### src/rtl/fetch_ctrl_pkg.sv
// Shared core definitions for the fetch stage: address width, reset vector,
// FSM state encoding and the next-PC source select.
package fetch_ctrl_pkg;

  localparam int unsigned ADDR_W = 32;
  localparam logic [ADDR_W-1:0] RESET_VECTOR_DEFAULT = 32'h0000_0000;

  typedef enum logic [1:0] {
    ST_BOOT      = 2'd0,
    ST_RUN       = 2'd1,
    ST_MISS_WAIT = 2'd2
  } fetch_state_e;

  typedef enum logic [1:0] {
    PC_SEL_PLUS4    = 2'd0,
    PC_SEL_BP       = 2'd1,
    PC_SEL_REDIRECT = 2'd2,
    PC_SEL_PENDING  = 2'd3
  } pc_sel_e;

  // Loaded targets are always word aligned.
  function automatic logic [ADDR_W-1:0] align_word(input logic [ADDR_W-1:0] addr);
    return addr & ~ADDR_W'(3);
  endfunction

endpackage

### src/rtl/fetch_ctrl_pc.sv
// ProgramCounter register: selects the next-PC source and loads it when enabled.
module fetch_ctrl_pc
  import fetch_ctrl_pkg::*;
#(
  parameter logic [ADDR_W-1:0] RESET_VECTOR = RESET_VECTOR_DEFAULT
) (
  input  logic              clk_i,
  input  logic              reset_i,
  input  logic              en_i,
  input  pc_sel_e           sel_i,
  input  logic [ADDR_W-1:0] plus4_i,
  input  logic [ADDR_W-1:0] bp_target_i,
  input  logic [ADDR_W-1:0] redirect_target_i,
  input  logic [ADDR_W-1:0] pending_target_i,
  output logic [ADDR_W-1:0] pc_o
);

  logic [ADDR_W-1:0] pc_d;
  logic [ADDR_W-1:0] pc_q;

  always_comb begin
    pc_d = plus4_i;
    case (sel_i)
      PC_SEL_PLUS4:    pc_d = plus4_i;
      PC_SEL_BP:       pc_d = align_word(bp_target_i);
      PC_SEL_REDIRECT: pc_d = align_word(redirect_target_i);
      PC_SEL_PENDING:  pc_d = align_word(pending_target_i);
      default:         pc_d = plus4_i;
    endcase
  end

  always_ff @(posedge clk_i) begin
    if (reset_i) begin
      pc_q <= RESET_VECTOR;
    end else if (en_i) begin
      pc_q <= pc_d;
    end
  end

  assign pc_o = pc_q;

endmodule

### src/rtl/fetch_ctrl.sv
// Fetch-stage controller: next-PC arbitration, I-cache miss wait with deferred
// redirect, decode flush and a saturating miss-cycle counter.
module fetch_ctrl
  import fetch_ctrl_pkg::*;
#(
  parameter logic [ADDR_W-1:0] RESET_VECTOR = RESET_VECTOR_DEFAULT,
  parameter int unsigned       CNT_W        = 16
) (
  input  logic              clk_i,
  input  logic              reset_i,
  input  logic              redirect_i,
  input  logic [ADDR_W-1:0] redirect_target_i,
  input  logic              stall_i,
  input  logic              bp_hit_i,
  input  logic [ADDR_W-1:0] bp_target_i,
  input  logic              icache_miss_i,
  input  logic              icache_ready_i,
  output logic [ADDR_W-1:0] pc_o,
  output logic [ADDR_W-1:0] pc_plus_4_o,
  output logic              fetch_valid_o,
  output logic              flush_d_o,
  output logic [CNT_W-1:0]  miss_cycles_o
);

  fetch_state_e      state_q, state_d;
  logic              pend_v_q;
  logic [ADDR_W-1:0] pend_q;
  logic [CNT_W-1:0]  miss_q;
  logic              pc_en;
  pc_sel_e           pc_sel;
  logic [ADDR_W-1:0] pc;

  assign pc_plus_4_o = pc + ADDR_W'(4);
  assign pc_o        = pc;

  always_ff @(posedge clk_i) begin
    if (reset_i) begin
      state_q <= ST_BOOT;
    end else begin
      state_q <= state_d;
    end
  end

  always_comb begin
    state_d = state_q;
    case (state_q)
      ST_BOOT: state_d = ST_RUN;
      ST_RUN: begin
        if (!redirect_i && !stall_i && icache_miss_i) state_d = ST_MISS_WAIT;
      end
      ST_MISS_WAIT: begin
        if (icache_ready_i) state_d = ST_RUN;
      end
      default: state_d = ST_BOOT;
    endcase
  end

  // Outputs and PC load control; everything is forced quiet while in reset.
  always_comb begin
    fetch_valid_o = 1'b0;
    flush_d_o     = 1'b0;
    pc_en         = 1'b0;
    pc_sel        = PC_SEL_PLUS4;
    if (!reset_i) begin
      case (state_q)
        ST_RUN: begin
          fetch_valid_o = !(icache_miss_i || redirect_i);
          if (redirect_i) begin
            flush_d_o = 1'b1;
            pc_en     = 1'b1;
            pc_sel    = PC_SEL_REDIRECT;
          end else if (!stall_i && !icache_miss_i) begin
            pc_en  = 1'b1;
            pc_sel = bp_hit_i ? PC_SEL_BP : PC_SEL_PLUS4;
          end
        end
        ST_MISS_WAIT: begin
          flush_d_o = redirect_i;
          if (icache_ready_i && redirect_i) begin
            pc_en  = 1'b1;
            pc_sel = PC_SEL_REDIRECT;
          end else if (icache_ready_i && pend_v_q) begin
            pc_en  = 1'b1;
            pc_sel = PC_SEL_PENDING;
          end
        end
        default: ;
      endcase
    end
  end

  // Redirects arriving during a refill are parked until the refill completes.
  always_ff @(posedge clk_i) begin
    if (reset_i) begin
      pend_v_q <= 1'b0;
      pend_q   <= '0;
    end else if (state_q == ST_MISS_WAIT) begin
      if (icache_ready_i) begin
        pend_v_q <= 1'b0;
      end else if (redirect_i) begin
        pend_v_q <= 1'b1;
        pend_q   <= align_word(redirect_target_i);
      end
    end
  end

  always_ff @(posedge clk_i) begin
    if (reset_i) begin
      miss_q <= '0;
    end else if (state_q == ST_MISS_WAIT && miss_q != '1) begin
      miss_q <= miss_q + CNT_W'(1);
    end
  end

  assign miss_cycles_o = miss_q;

  fetch_ctrl_pc #(
    .RESET_VECTOR(RESET_VECTOR)
  ) u_pc (
    .clk_i            (clk_i),
    .reset_i          (reset_i),
    .en_i             (pc_en),
    .sel_i            (pc_sel),
    .plus4_i          (pc_plus_4_o),
    .bp_target_i      (bp_target_i),
    .redirect_target_i(redirect_target_i),
    .pending_target_i (pend_q),
    .pc_o             (pc)
  );

endmodule

### config.mk
export PLATFORM = sky130hd
export DESIGN_NAME = fetch_ctrl
export DESIGN_NICKNAME = d
export VERILOG_FILES = /design/src/rtl/fetch_ctrl_pkg.sv /design/src/rtl/fetch_ctrl_pc.sv /design/src/rtl/fetch_ctrl.sv
export SDC_FILE = /design/constraint.sdc
export NUM_CORES = 1
export LEC_CHECK = 0
export BUFFER_PORTS_ARGS = -buffer_cell sky130_fd_sc_hd__buf_2
export CORE_MARGIN = 10
export CORE_UTILIZATION = 56
export CTS_BUF_LIST = sky130_fd_sc_hd__clkbuf_16
export DETAILED_ROUTE_END_ITERATION = 6
export GPL_TIMING_DRIVEN = 0
export PLACE_DENSITY = 0.84
export RECOVER_POWER = 100
export SLEW_MARGIN = 5
export SYNTH_ARGS = -nofsm -noshare
export SYNTH_HDL_FRONTEND = slang
export SYNTH_HIERARCHICAL = 1
export SYNTH_SLANG_ARGS = --single-unit
### constraint.sdc
create_clock -name clk_i -period 5.43 [get_ports clk_i]
set_input_delay 1.086 -clock clk_i [delete_from_list [all_inputs] [get_ports clk_i]]
set_output_delay 1.086 -clock clk_i [all_outputs]
set_load 0.01 [all_outputs]
==> impl_results.md <==
- Status: finished, final reports clean
- Final Max Tran Viols: 0
- Vias per inst: just under 6
- Worst Path Arrival: 2990 ps
- Number of I/O pins: 153
- First-pass GRT wire length: roughly 25000 µm
- Area grow syn2layout: 19.1%
- DR vias: 4701
- Synth Cell Area: just under 0.005 mm²
- Number of global-route vias before repair: 5032
- Hold Path Stages: 2
- Die Y-Extent: between 100 and 150 µm
- Hpwl dp: roughly 12000 µm
- # Post-CTS Setup Buffers: 0
- FF-to-FF setup slack: roughly 2500 ps
- # DRC: 0
- Max VDD drop: 157 µV
- Post-cts sizing count: 0
- Syn Nets: between 600 and 700
- Full die area: around 0.013 mm²
- Tightest Pin Transition: 1280 ps
- Setup TNS: 0 ps
- CP Max Fanout: 8
- Worst min path class: flop to flop
- Final wirelength: approximately 15000 µm
- WHS: roughly 460 ps
- Cells after synthesis: ~530
- CTS clk-pin slew, worst paths: 60 ps
- Worst Skew: 6.60 ps
- Total number of H-tree levels: 3
- Grt ovf: 0
- Tot GR Track Use: 0.230
- RSZ-0062 raised after global routing: false
- RD Place Congestion: between 0.8 and 0.9
- Remaining antenna violation count: 0
- ANT cells: 0
- Syn Area/Cell: 9.21 µm²
- Clock sink count: 81
- Max_slew headroom: 0.142
- Crit Path Category: flop to primary output
- NumNets Final: between 700 and 800
- Core footprint: roughly 0.0083 mm²
- Most frequent cells in the layout: 100 x clkbuf_1, 81 x dfxtp_1, 78 x buf_2
- Initial antenna violation count: 0
- Pin count of the biggest net entering global routing: 14
- Port Buf Inserts: 147
- Total power: 1280 µW
- Setup crit end kind: primary output
- Most common cell after layout, fill and taps aside: clkbuf_1
- Layout cells sized above 1: 0.223
- Clk Latency, worst-skew pair: 330 ps
- Die Wd: approximately 110 µm
- Max Fclk: around 250 MHz
- R2R depth: 8
- Critical register-to-register path startpoint: state_q[0]
- Initial DRC count: between 200 and 250
- Root Buffer: clkbuf_16
- CTS tree: yes
- Worst setup margin: 1350 ps
- Leakage: slightly below 0.002 µW
- Warnings, synthesis: 6
- Startpoint Class: flop
- Dpl ws: between 2000 and 2500 ps
- FF-to-FF End: u_pc/pc_o[26]
- Crit path time final: between 4000 and 5000 ps
- Clock Tree Buf Depth: 2
- Wire per inst: around 19 µm
- Hold Path Origin: pend_q[24]
- TritonCTS buffer count: 9
- Pwr per Cell Area: 221 mW/mm²
- Site Rows: 33
- Max-cap viol count: 0
- Worst Hold Path EP: pend_q[24]
- Final setup vio count: 0
- Cts-stage hold buffer count: 0
- WP data required: around 4300 ps
- First drt pass iteration count: 5
- Period utilization: 0.751
- Initial Util: 0.584
- Fin. Hold Viols: 0
## flip-flops by register name, summed over array words and instances (netlist names)
register       flops
u_pc/pc_o         32
pend_q            30
miss_cycles_o     16
state_q            2
pend_v_q           1
## worst max-delay path by stage
stage,startpoint,to,slack (ps),cells after the start
CTS,u_pc/pc_o[2],pc_plus_4_o[30],1810,6
global route,u_pc/pc_o[4],pc_plus_4_o[27],1130,5
detailed placement,reset_i,fetch_valid_o,2170,5
finish,u_pc/pc_o[4],pc_plus_4_o[27],1350,5
floorplan,reset_i,fetch_valid_o,2460,3
global placement,reset_i,fetch_valid_o,2170,5
## where the power goes
part           switching (µW)  internal (µW)  leakage [µW]  total, µW
registers                2.94            597      0.000653        600
logic                    52.2           37.4       0.00116       89.6
clock network             238            351      0.000140        589
total                     293            986       0.00195       1280
## cell type report
type	count	area, µm²
clock inverter	7	62.6
sequential	81	1620
buffer	36	176
inverter	8	30.0
tap	105	131
clock buffer	9	225
multi-input combinational	404	2920
fill	720	2540
timing repair buffer	147	637
## layer usage
| layer | global-route usage | up-vias | wire, µm |
|---|---|---|---|
| li1 | - | 2261 | - |
| met1 | 0.267 | 2228 | 6220 |
| met2 | 0.405 | 193 | 7740 |
| met3 | 0.0623 | 19 | 1270 |
| met4 | 0.0643 | 0 | 189 |
| met5 | 0 | - | 0 |
## per-stage QoR
stage	instances	utilization	cell area, µm²
floorplan	529	-	4870
global placement	781	0.688	5740
detailed placement	781	0.688	5740
CTS	797	0.722	6020
global route	797	0.696	5800
finish	797	0.696	5800
## worst max-delay path, stage by stage, from the launching register on
cell,delay (ps)
dfxtp_1,440
nand4_1,330
nor3_1,1110
nand3_1,200
xnor2_1,380
clkbuf_1,200
(Power assumes the default switching activity.)
